<file path="src/rtl/cave_video_pkg.sv">
// ---------------------------------------------------------------------------
// cave_video_pkg
//   Shared definitions for the video pixel path: frame geometry, the DDR
//   word size, the derived frame length in 64-bit words, the DMA state
//   encoding and a helper that sizes the next read burst.
// ---------------------------------------------------------------------------
package cave_video_pkg;

   localparam int FRAME_WIDTH    = 320;
   localparam int FRAME_HEIGHT   = 240;
   localparam int BITS_PER_PIXEL = 16;
   localparam int DDR_WORD_BYTES = 8;

   // 64-bit DDR words needed to hold one frame (four 16-bit pixels per word)
   localparam int FRAME_WORDS =
      (FRAME_WIDTH * FRAME_HEIGHT * BITS_PER_PIXEL) / (DDR_WORD_BYTES * 8);

   typedef enum logic [1:0] {
      IDLE      = 2'd0,
      WAIT_ROOM = 2'd1,
      REQ       = 2'd2,
      DATA      = 2'd3
   } dma_state_t;

   // Beats for the next burst: a full burst, or whatever is left of the frame.
   // burst_len is at most 128, so eight bits always hold the result.
   function automatic logic [7:0] burst_beats(input logic [31:0] remaining,
                                              input int unsigned burst_len);
      logic [31:0] w_len;
      w_len = burst_len;
      if (remaining > w_len) begin
         return w_len[7:0];
      end
      return remaining[7:0];
   endfunction

endpackage

</file>
<file path="src/rtl/video_dma_if.sv">
// ---------------------------------------------------------------------------
// video_dma_if
//   Bundles the frame-start control, the Avalon-style DDR read port, the
//   pixel FIFO write port and the status/debug outputs of video_dma.
//
//   Handshakes:
//     * DDR request: ddr_rd with ddr_addr/ddr_burst_count is a request that
//       stays asserted and stable until a cycle where ddr_wait_req is low;
//       that cycle is the acceptance. Read data comes back as ddr_valid
//       beats with no backpressure.
//     * Pixel port: pixel_valid is a write strobe with no ready; pixel_ready
//       only says the FIFO has room for a whole burst and is looked at
//       before a burst is requested.
//
//   Modports:
//     master - the DMA engine (drives requests, pixels and status)
//     slave  - the environment (arbiter, memory, FIFO, frame timing)
// ---------------------------------------------------------------------------
interface video_dma_if;
   import cave_video_pkg::*;

   logic        start;
   logic        ddr_rd;
   logic [31:0] ddr_addr;
   logic [7:0]  ddr_burst_count;
   logic        ddr_wait_req;
   logic        ddr_valid;
   logic [63:0] ddr_dout;
   logic        pixel_ready;
   logic        pixel_valid;
   logic [63:0] pixel_data;
   logic        busy;
   logic        done;
   logic        overrun;
   dma_state_t  dbg_state;

   modport master (
      input  start, ddr_wait_req, ddr_valid, ddr_dout, pixel_ready,
      output ddr_rd, ddr_addr, ddr_burst_count, pixel_valid, pixel_data,
             busy, done, overrun, dbg_state
   );

   modport slave (
      output start, ddr_wait_req, ddr_valid, ddr_dout, pixel_ready,
      input  ddr_rd, ddr_addr, ddr_burst_count, pixel_valid, pixel_data,
             busy, done, overrun, dbg_state
   );

endinterface

</file>
<file path="src/rtl/video_dma.sv">
// ---------------------------------------------------------------------------
// video_dma
//   Producer end of the video pixel FIFO. On each frame start it walks the
//   frame buffer in DDR with read bursts of up to BURST_LEN beats and copies
//   every returned 64-bit word onto the FIFO write port one cycle later.
//   Only one burst is outstanding at a time.
//
//   Ports:
//     clock  - fast system clock
//     reset  - synchronous, active-high reset
//     bus    - video_dma_if.master: start, DDR read port, pixel port,
//              busy/done/overrun status and the FSM state for debug
//
//   Parameters:
//     BASE_ADDR   - byte address of the frame buffer (8-byte aligned)
//     FRAME_WORDS - 64-bit words per frame
//     BURST_LEN   - maximum beats per burst (1..128)
// ---------------------------------------------------------------------------
module video_dma #(
   parameter logic [31:0] BASE_ADDR   = 32'h0010_0000,
   parameter int unsigned FRAME_WORDS = cave_video_pkg::FRAME_WORDS,
   parameter int unsigned BURST_LEN   = 16
) (
   input  logic        clock,
   input  logic        reset,
   video_dma_if.master bus
);
   import cave_video_pkg::*;

   localparam int RW = $clog2(FRAME_WORDS + 1);

   dma_state_t      r_state;
   logic [31:0]     r_addr;        // address of the next burst to issue
   logic [RW-1:0]   r_remaining;   // words of the frame still to arrive
   logic [7:0]      r_beats;       // beats still to arrive in this burst
   logic            r_ddr_rd;
   logic [31:0]     r_ddr_addr;
   logic [7:0]      r_ddr_burst;
   logic            r_pixel_valid;
   logic [63:0]     r_pixel_data;
   logic            r_busy;
   logic            r_done;
   logic            r_overrun;

   logic [31:0]     w_rem32;
   logic [7:0]      w_next_burst;
   logic            w_last_of_burst;
   logic            w_last_of_frame;

   assign w_rem32         = 32'(r_remaining);
   assign w_next_burst    = burst_beats(w_rem32, BURST_LEN);
   assign w_last_of_burst = (r_beats == 8'd1);
   assign w_last_of_frame = (r_remaining == RW'(1));

   always_ff @(posedge clock) begin
      if (reset) begin
         r_state       <= IDLE;
         r_addr        <= BASE_ADDR;
         r_remaining   <= '0;
         r_beats       <= '0;
         r_ddr_rd      <= 1'b0;
         r_ddr_addr    <= '0;
         r_ddr_burst   <= '0;
         r_pixel_valid <= 1'b0;
         r_pixel_data  <= '0;
         r_busy        <= 1'b0;
         r_done        <= 1'b0;
         r_overrun     <= 1'b0;
      end else begin
         r_pixel_valid <= 1'b0;
         r_done        <= 1'b0;
         r_overrun     <= 1'b0;

         // busy stays up through the done cycle and drops right after it,
         // so a start landing on the done cycle is still an overrun.
         if (r_done) begin
            r_busy <= 1'b0;
         end
         if (bus.start && r_busy) begin
            r_overrun <= 1'b1;
         end

         case (r_state)
            IDLE: begin
               if (bus.start && !r_busy) begin
                  r_addr      <= BASE_ADDR;
                  r_remaining <= RW'(FRAME_WORDS);
                  r_busy      <= 1'b1;
                  r_state     <= WAIT_ROOM;
               end
            end

            WAIT_ROOM: begin
               // FIFO room is only checked here; a granted burst always
               // runs to completion.
               if (bus.pixel_ready) begin
                  r_ddr_rd    <= 1'b1;
                  r_ddr_addr  <= r_addr;
                  r_ddr_burst <= w_next_burst;
                  r_state     <= REQ;
               end
            end

            REQ: begin
               // Request held stable until the arbiter drops wait_req.
               // Any ddr_valid seen here is a protocol error and ignored.
               if (!bus.ddr_wait_req) begin
                  r_ddr_rd <= 1'b0;
                  r_beats  <= r_ddr_burst;
                  r_state  <= DATA;
               end
            end

            DATA: begin
               if (bus.ddr_valid) begin
                  r_pixel_valid <= 1'b1;
                  r_pixel_data  <= bus.ddr_dout;
                  r_beats       <= r_beats - 8'd1;
                  r_remaining   <= r_remaining - RW'(1);
                  if (w_last_of_burst) begin
                     if (w_last_of_frame) begin
                        r_done  <= 1'b1;
                        r_state <= IDLE;
                     end else begin
                        // advance by burst beats * 8 bytes; wraps at 2^32
                        r_addr  <= r_addr + {21'd0, r_ddr_burst, 3'd0};
                        r_state <= WAIT_ROOM;
                     end
                  end
               end
            end

            default: begin
               r_state <= IDLE;
            end
         endcase
      end
   end

   assign bus.ddr_rd          = r_ddr_rd;
   assign bus.ddr_addr        = r_ddr_addr;
   assign bus.ddr_burst_count = r_ddr_burst;
   assign bus.pixel_valid     = r_pixel_valid;
   assign bus.pixel_data      = r_pixel_data;
   assign bus.busy            = r_busy;
   assign bus.done            = r_done;
   assign bus.overrun         = r_overrun;
   assign bus.dbg_state       = r_state;

endmodule

</file>
<file path="src/flat_wrapper.sv">
// flat-port wrapper written by rule: the top's interface ports become plain ports
module video_dma_flat import cave_video_pkg::*;
#(
   parameter logic [31:0] BASE_ADDR   = 32'h0010_0000,
   parameter int unsigned FRAME_WORDS = cave_video_pkg::FRAME_WORDS,
   parameter int unsigned BURST_LEN   = 16
)
  (clock, reset, bus_start, bus_ddr_wait_req, bus_ddr_valid, bus_ddr_dout, bus_pixel_ready, bus_ddr_rd, bus_ddr_addr, bus_ddr_burst_count, bus_pixel_valid, bus_pixel_data, bus_busy, bus_done, bus_overrun, bus_dbg_state);
  video_dma_if bus_i ();
  input  logic clock;
  input  logic reset;
  input wire logic [$bits(bus_i.start)-1:0] bus_start;
  input wire logic [$bits(bus_i.ddr_wait_req)-1:0] bus_ddr_wait_req;
  input wire logic [$bits(bus_i.ddr_valid)-1:0] bus_ddr_valid;
  input wire logic [$bits(bus_i.ddr_dout)-1:0] bus_ddr_dout;
  input wire logic [$bits(bus_i.pixel_ready)-1:0] bus_pixel_ready;
  output wire logic [$bits(bus_i.ddr_rd)-1:0] bus_ddr_rd;
  output wire logic [$bits(bus_i.ddr_addr)-1:0] bus_ddr_addr;
  output wire logic [$bits(bus_i.ddr_burst_count)-1:0] bus_ddr_burst_count;
  output wire logic [$bits(bus_i.pixel_valid)-1:0] bus_pixel_valid;
  output wire logic [$bits(bus_i.pixel_data)-1:0] bus_pixel_data;
  output wire logic [$bits(bus_i.busy)-1:0] bus_busy;
  output wire logic [$bits(bus_i.done)-1:0] bus_done;
  output wire logic [$bits(bus_i.overrun)-1:0] bus_overrun;
  output wire logic [$bits(bus_i.dbg_state)-1:0] bus_dbg_state;
  assign bus_i.start = bus_start;
  assign bus_i.ddr_wait_req = bus_ddr_wait_req;
  assign bus_i.ddr_valid = bus_ddr_valid;
  assign bus_i.ddr_dout = bus_ddr_dout;
  assign bus_i.pixel_ready = bus_pixel_ready;
  assign bus_ddr_rd = bus_i.ddr_rd;
  assign bus_ddr_addr = bus_i.ddr_addr;
  assign bus_ddr_burst_count = bus_i.ddr_burst_count;
  assign bus_pixel_valid = bus_i.pixel_valid;
  assign bus_pixel_data = bus_i.pixel_data;
  assign bus_busy = bus_i.busy;
  assign bus_done = bus_i.done;
  assign bus_overrun = bus_i.overrun;
  assign bus_dbg_state = bus_i.dbg_state;
  video_dma #(.BASE_ADDR(BASE_ADDR), .FRAME_WORDS(FRAME_WORDS), .BURST_LEN(BURST_LEN)) u_core (.clock(clock), .reset(reset), .bus(bus_i));
endmodule
</file>
<file path="config.mk">
export PLATFORM = sky130hd
export DESIGN_NAME = video_dma_flat
export DESIGN_NICKNAME = d
export VERILOG_FILES = /design/src/rtl/cave_video_pkg.sv /design/src/rtl/video_dma_if.sv /design/src/rtl/video_dma.sv /design/src/flat_wrapper.sv
export SDC_FILE = /design/constraint.sdc
export NUM_CORES = 1
export LEC_CHECK = 0
export BUFFER_PORTS_ARGS = -buffer_cell sky130_fd_sc_hd__buf_4
export CAP_MARGIN = 20
export CORE_ASPECT_RATIO = 2
export CORE_MARGIN = 4
export CORE_UTILIZATION = 55
export CTS_BUF_LIST = sky130_fd_sc_hd__clkbuf_8
export CTS_CLUSTER_DIAMETER = 50
export DETAILED_ROUTE_END_ITERATION = 10
export HOLD_SLACK_MARGIN = 0.12
export PLACE_DENSITY = 0.85
export SETUP_SLACK_MARGIN = 0.02
export SYNTH_ARGS = -nofsm -noshare
export SYNTH_HDL_FRONTEND = slang
export SYNTH_SLANG_ARGS = --single-unit
</file>
<file path="constraint.sdc">
create_clock -name clock -period 2.5 [get_ports clock]
set_input_delay 0.125 -clock clock [delete_from_list [all_inputs] [get_ports clock]]
set_output_delay 0.125 -clock clock [all_outputs]
set_load 0.03 [all_outputs]
</file>
==> flow_metrics.py <==
metrics = {
    "layout": {
        "finish.utilization": 0.7971,
        "fin_nets": 1189,
        "regArea_um2": 3203,
        "fillerInstances": 718,
        "drive_gt1_frac": 0.2269,
        "finalNonFillerCells": 1265,
        "syn2layout_area_growth_pct": 41.07,
        "multi_input_area_um2": 3491,
    },
    "worst_setup_path": {
        "crit_slowest_cell": "dlygate4sd3_1",
        "cp_slowest_stage_delay_ns": 0.59,
        "crit_path_start_kind": "register",
        "crit_buf_inv": 3,
        "path_delay_family": "buffers and inverters",
        "reg2reg_depth": 7,
        "rrSetupSlack_ns": 0.06,
        "r2r_start": "u_core.bus.dbg_state[1]",
        "cp.required_ns": 2.92,
        "crit_chain": "ha_2, buf_6, and2_2, buf_12, nand2_1, a21oi_1, dlygate4sd3_1",
        "crit_fanout": 64,
        "arrival_ns": 2.86,
        "path_class": "reg -> reg",
        "end_kind": "register",
        "regToRegEndpoint": "u_core.bus.pixel_data[50]",
    },
    "synth": {
        "synth_area_um2": 6932,
        "synth.area.top_cells": "dfxtp_1, nand2_1, a21oi_1",
        "synth_most_common_cell": "nand2_1",
        "synthCells": 849,
        "ys_seq_elements": 160,
        "yosys.area.top_type_share": 0.4621,
        "synth-seq-area-share": 0.4621,
        "yosysTopAreaCell": "dfxtp_1",
        "ys_async_sr_fraction": 0,
        "synth_enable_flop_cells": 0,
        "synth_ff_type": "dfxtp_1",
        "synth_warnings": 0,
        "synth_commonest_cells": "nand2_1, dfxtp_1, a21oi_1, clkbuf_1, nor2_1",
        "synth.distinct_cells": 63,
        "syn_area_per_cell_um2": 8.164,
    },
    "timing": {
        "rsz0062_at_grt": "yes",
        "final.period_utilization": 0.9751,
        "max_slew_margin": 0.4822,
        "finalSetupViolCount": 0,
        "finalHoldViolCount": 0,
        "skew_ns": 0.02056,
        "slew_viol_final": 0,
        "max_freq_ghz": 0.4102,
        "finalCriticalPeriod_ns": 2.438,
        "worst_slew_pin_slew_ns": 0.7759,
    },
    "clocking": {
        "cts_tree": "yes",
        "cts_buffers": 17,
        "clock-sinks": 160,
        "clkTransAtPathRegs_ns": 0.11,
        "htreeDepth": 4,
        "root_buffer": "clkbuf_8",
        "clk-insertion-delay-late_ns": 0.47,
        "cts_max_path_buffers": 2,
    },
    "grt": {
        "grt_pass1_wl_um": 41100,
        "antenna_found_initial": 4,
        "grt_pass1_vias": 7778,
        "globalRoute.totalOverflow": 0,
        "track_usage": 0.3654,
        "grt_max_degree": 65,
    },
    "route": {
        "vias": 7699,
        "antenna_left": 0,
        "drtPass1Iterations": 5,
        "routedWlPerCell_um": 21.03,
        "viasPerCell": 6.086,
        "drt_iter0_markers": 696,
        "wl_um": 26600,
        "drc": 0,
    },
    "hold_path": {
        "min_from": "bus_ddr_valid",
        "hold_path_depth": 3,
        "hold_path.class": "in -> reg",
        "whs_endpoint": "u_core.bus.pixel_valid",
    },
    "power": {
        "powerDensity_nw_per_um2": 758.6,
        "combPwrFrac": 0.318,
        "sw_frac_of_total": 0.3847,
        "p_clk_frac": 0.275,
        "power_frac_seq": 0.408,
        "p_leak_uw": 0.003848,
        "ir_drop_v": 0.0007718,
        "power.total_uw": 7417,
        "p_switching_uw": 2854,
        "p_int_uw": 4564,
    },
    "die": {
        "coreArea_um2": 12270,
        "die_h_um": 166.8,
        "initial_core_util": 0.5651,
        "rows": 57,
        "io_pins": 181,
        "die_width_um": 87.38,
        "die-area_um2": 14570,
    },
    "place": {
        "gp_congestion": 0.9159,
        "place.detailed.hpwl_um": 15270,
        "place_inst": 1140,
        "port_buffers": 177,
    },
    "status": {
        "status": "finished clean",
    },
    "flow_run": {
        "cap_violations": 0,
    },
}
-- area by class of cell --
class,instances,area share
clock buffers,17,0.02393
diodes,3,0.0007678
inverters,13,0.004990
clock inverters,15,0.01971
repair buffers,287,0.2472
well taps,147,0.01881
flip-flops and latches,160,0.3276
multi-input cells,623,0.3570
-- registers in the layout, indices dropped and copies added (netlist names), 2 cells and up --
register	cells
u_core.bus.ddr_burst_count	8
u_core.bus.dbg_state	2
u_core.bus.pixel_data	64
u_core.r_beats	8
u_core.r_addr	29
u_core.bus.ddr_addr	29
u_core.r_remaining	15
-- power by group through the flow --
stage | logic [µW] | clock network (µW) | registers [µW]
2_1_floorplan | 1310 | 0 | 3130
3_3_place_gp | 2060 | 0 | 3020
3_5_place_dp | 2090 | 0 | 3030
4_1_cts | 2240 | 2030 | 2980
5_1_grt | 2550 | 2140 | 3030
6_report | 2360 | 2040 | 3020
-- routing by layer --
layer / routed length (µm) / global-route usage
met5: 14 / 0
met4: 2354 / 0.2999
met3: 1808 / 0.08947
met2: 14120 / 0.6317
met1: 8295 / 0.3483
-- repair_timing --
item                                   in CTS  in global routing
endpoints found under the hold margin      82                  0
pin swaps                                   0                  2
resized for setup                           1                  9
setup endpoints to repair                   1                 47
gates cloned                                0                  1
buffers inserted                            0                  2
hold buffers                               87                  0
-- cells in the final DEF (no fill, tap or decap), drive strengths merged, types with 3 or more instances in the layout --
cell / instances
nand2: 229
buf: 199
dfxtp: 160
a21oi: 121
dlygate4sd3: 87
nor2: 37
nand2b: 26
mux2i: 20
inv: 19
o21ai: 17
nand3: 17
clkbuf: 17
ha: 16
nor4: 15
a211oi: 12
nor3: 9
xnor2: 9
a2111oi: 9
nand4: 6
xor2: 6
a22oi: 6
clkinv: 6
nor3b: 5
or4: 5
or3: 5
a21o: 4
nand3b: 4
nor2b: 4
o211ai: 4
diode: 3
and3: 3
conb: 3
and2: 3
-- metrics by stage --
step / TNS [ns] / setup slack [ns] / instance area (µm²) / hold WS (ns)
2_1_floorplan: 0 / 0.08597 / 6939 / 0.2388
3_3_place_gp: 0 / 0.2370 / 8421 / 0.3713
3_5_place_dp: 0 / 0.1514 / 8421 / 0.3803
4_1_cts: 0 / 0.03304 / 9719 / 0.1351
5_1_grt: -0.04741 / -0.02472 / 9776 / 0.1947
6_report: 0 / 0.06219 / 9778 / 0.1226
-- worst max-delay path by stage --
stage | from | slack [ns] | end | depth (start not counted)
4_1_cts | u_core.bus.dbg_state[1] | 0.03 | u_core.bus.pixel_data[54] | 7
3_3_place_gp | u_core.bus.ddr_burst_count[0] | 0.24 | u_core.r_addr[23] | 8
2_1_floorplan | u_core.bus.ddr_burst_count[0] | 0.09 | u_core.r_addr[19] | 8
3_5_place_dp | u_core.bus.ddr_burst_count[0] | 0.15 | u_core.r_addr[29] | 8
6_report | u_core.bus.dbg_state[1] | 0.06 | u_core.bus.pixel_data[50] | 7
5_1_grt | u_core.bus.ddr_burst_count[0] | -0.02 | u_core.r_addr[11] | 8
-- worst register-to-register path: stages (launching register included) --
cell and delay, ns:
dfxtp_1 0.46, ha_2 0.31, buf_6 0.24, and2_2 0.21
buf_12 0.24, nand2_1 0.17, a21oi_1 0.19, dlygate4sd3_1 0.59
-- cell families after synthesis --
family | Yosys count | share of synthesized area
compound gates | 193 | 0.1693
xor+xnor | 15 | 0.01895
fa+ha+maj | 17 | 0.03177
buf+inv | 68 | 0.03971
flops | 160 | 0.4621
mux | 20 | 0.02888
other cells | 1 | 0.0005410
simple gates | 375 | 0.2487
Note: power is estimated with default switching activity, not from simulation.
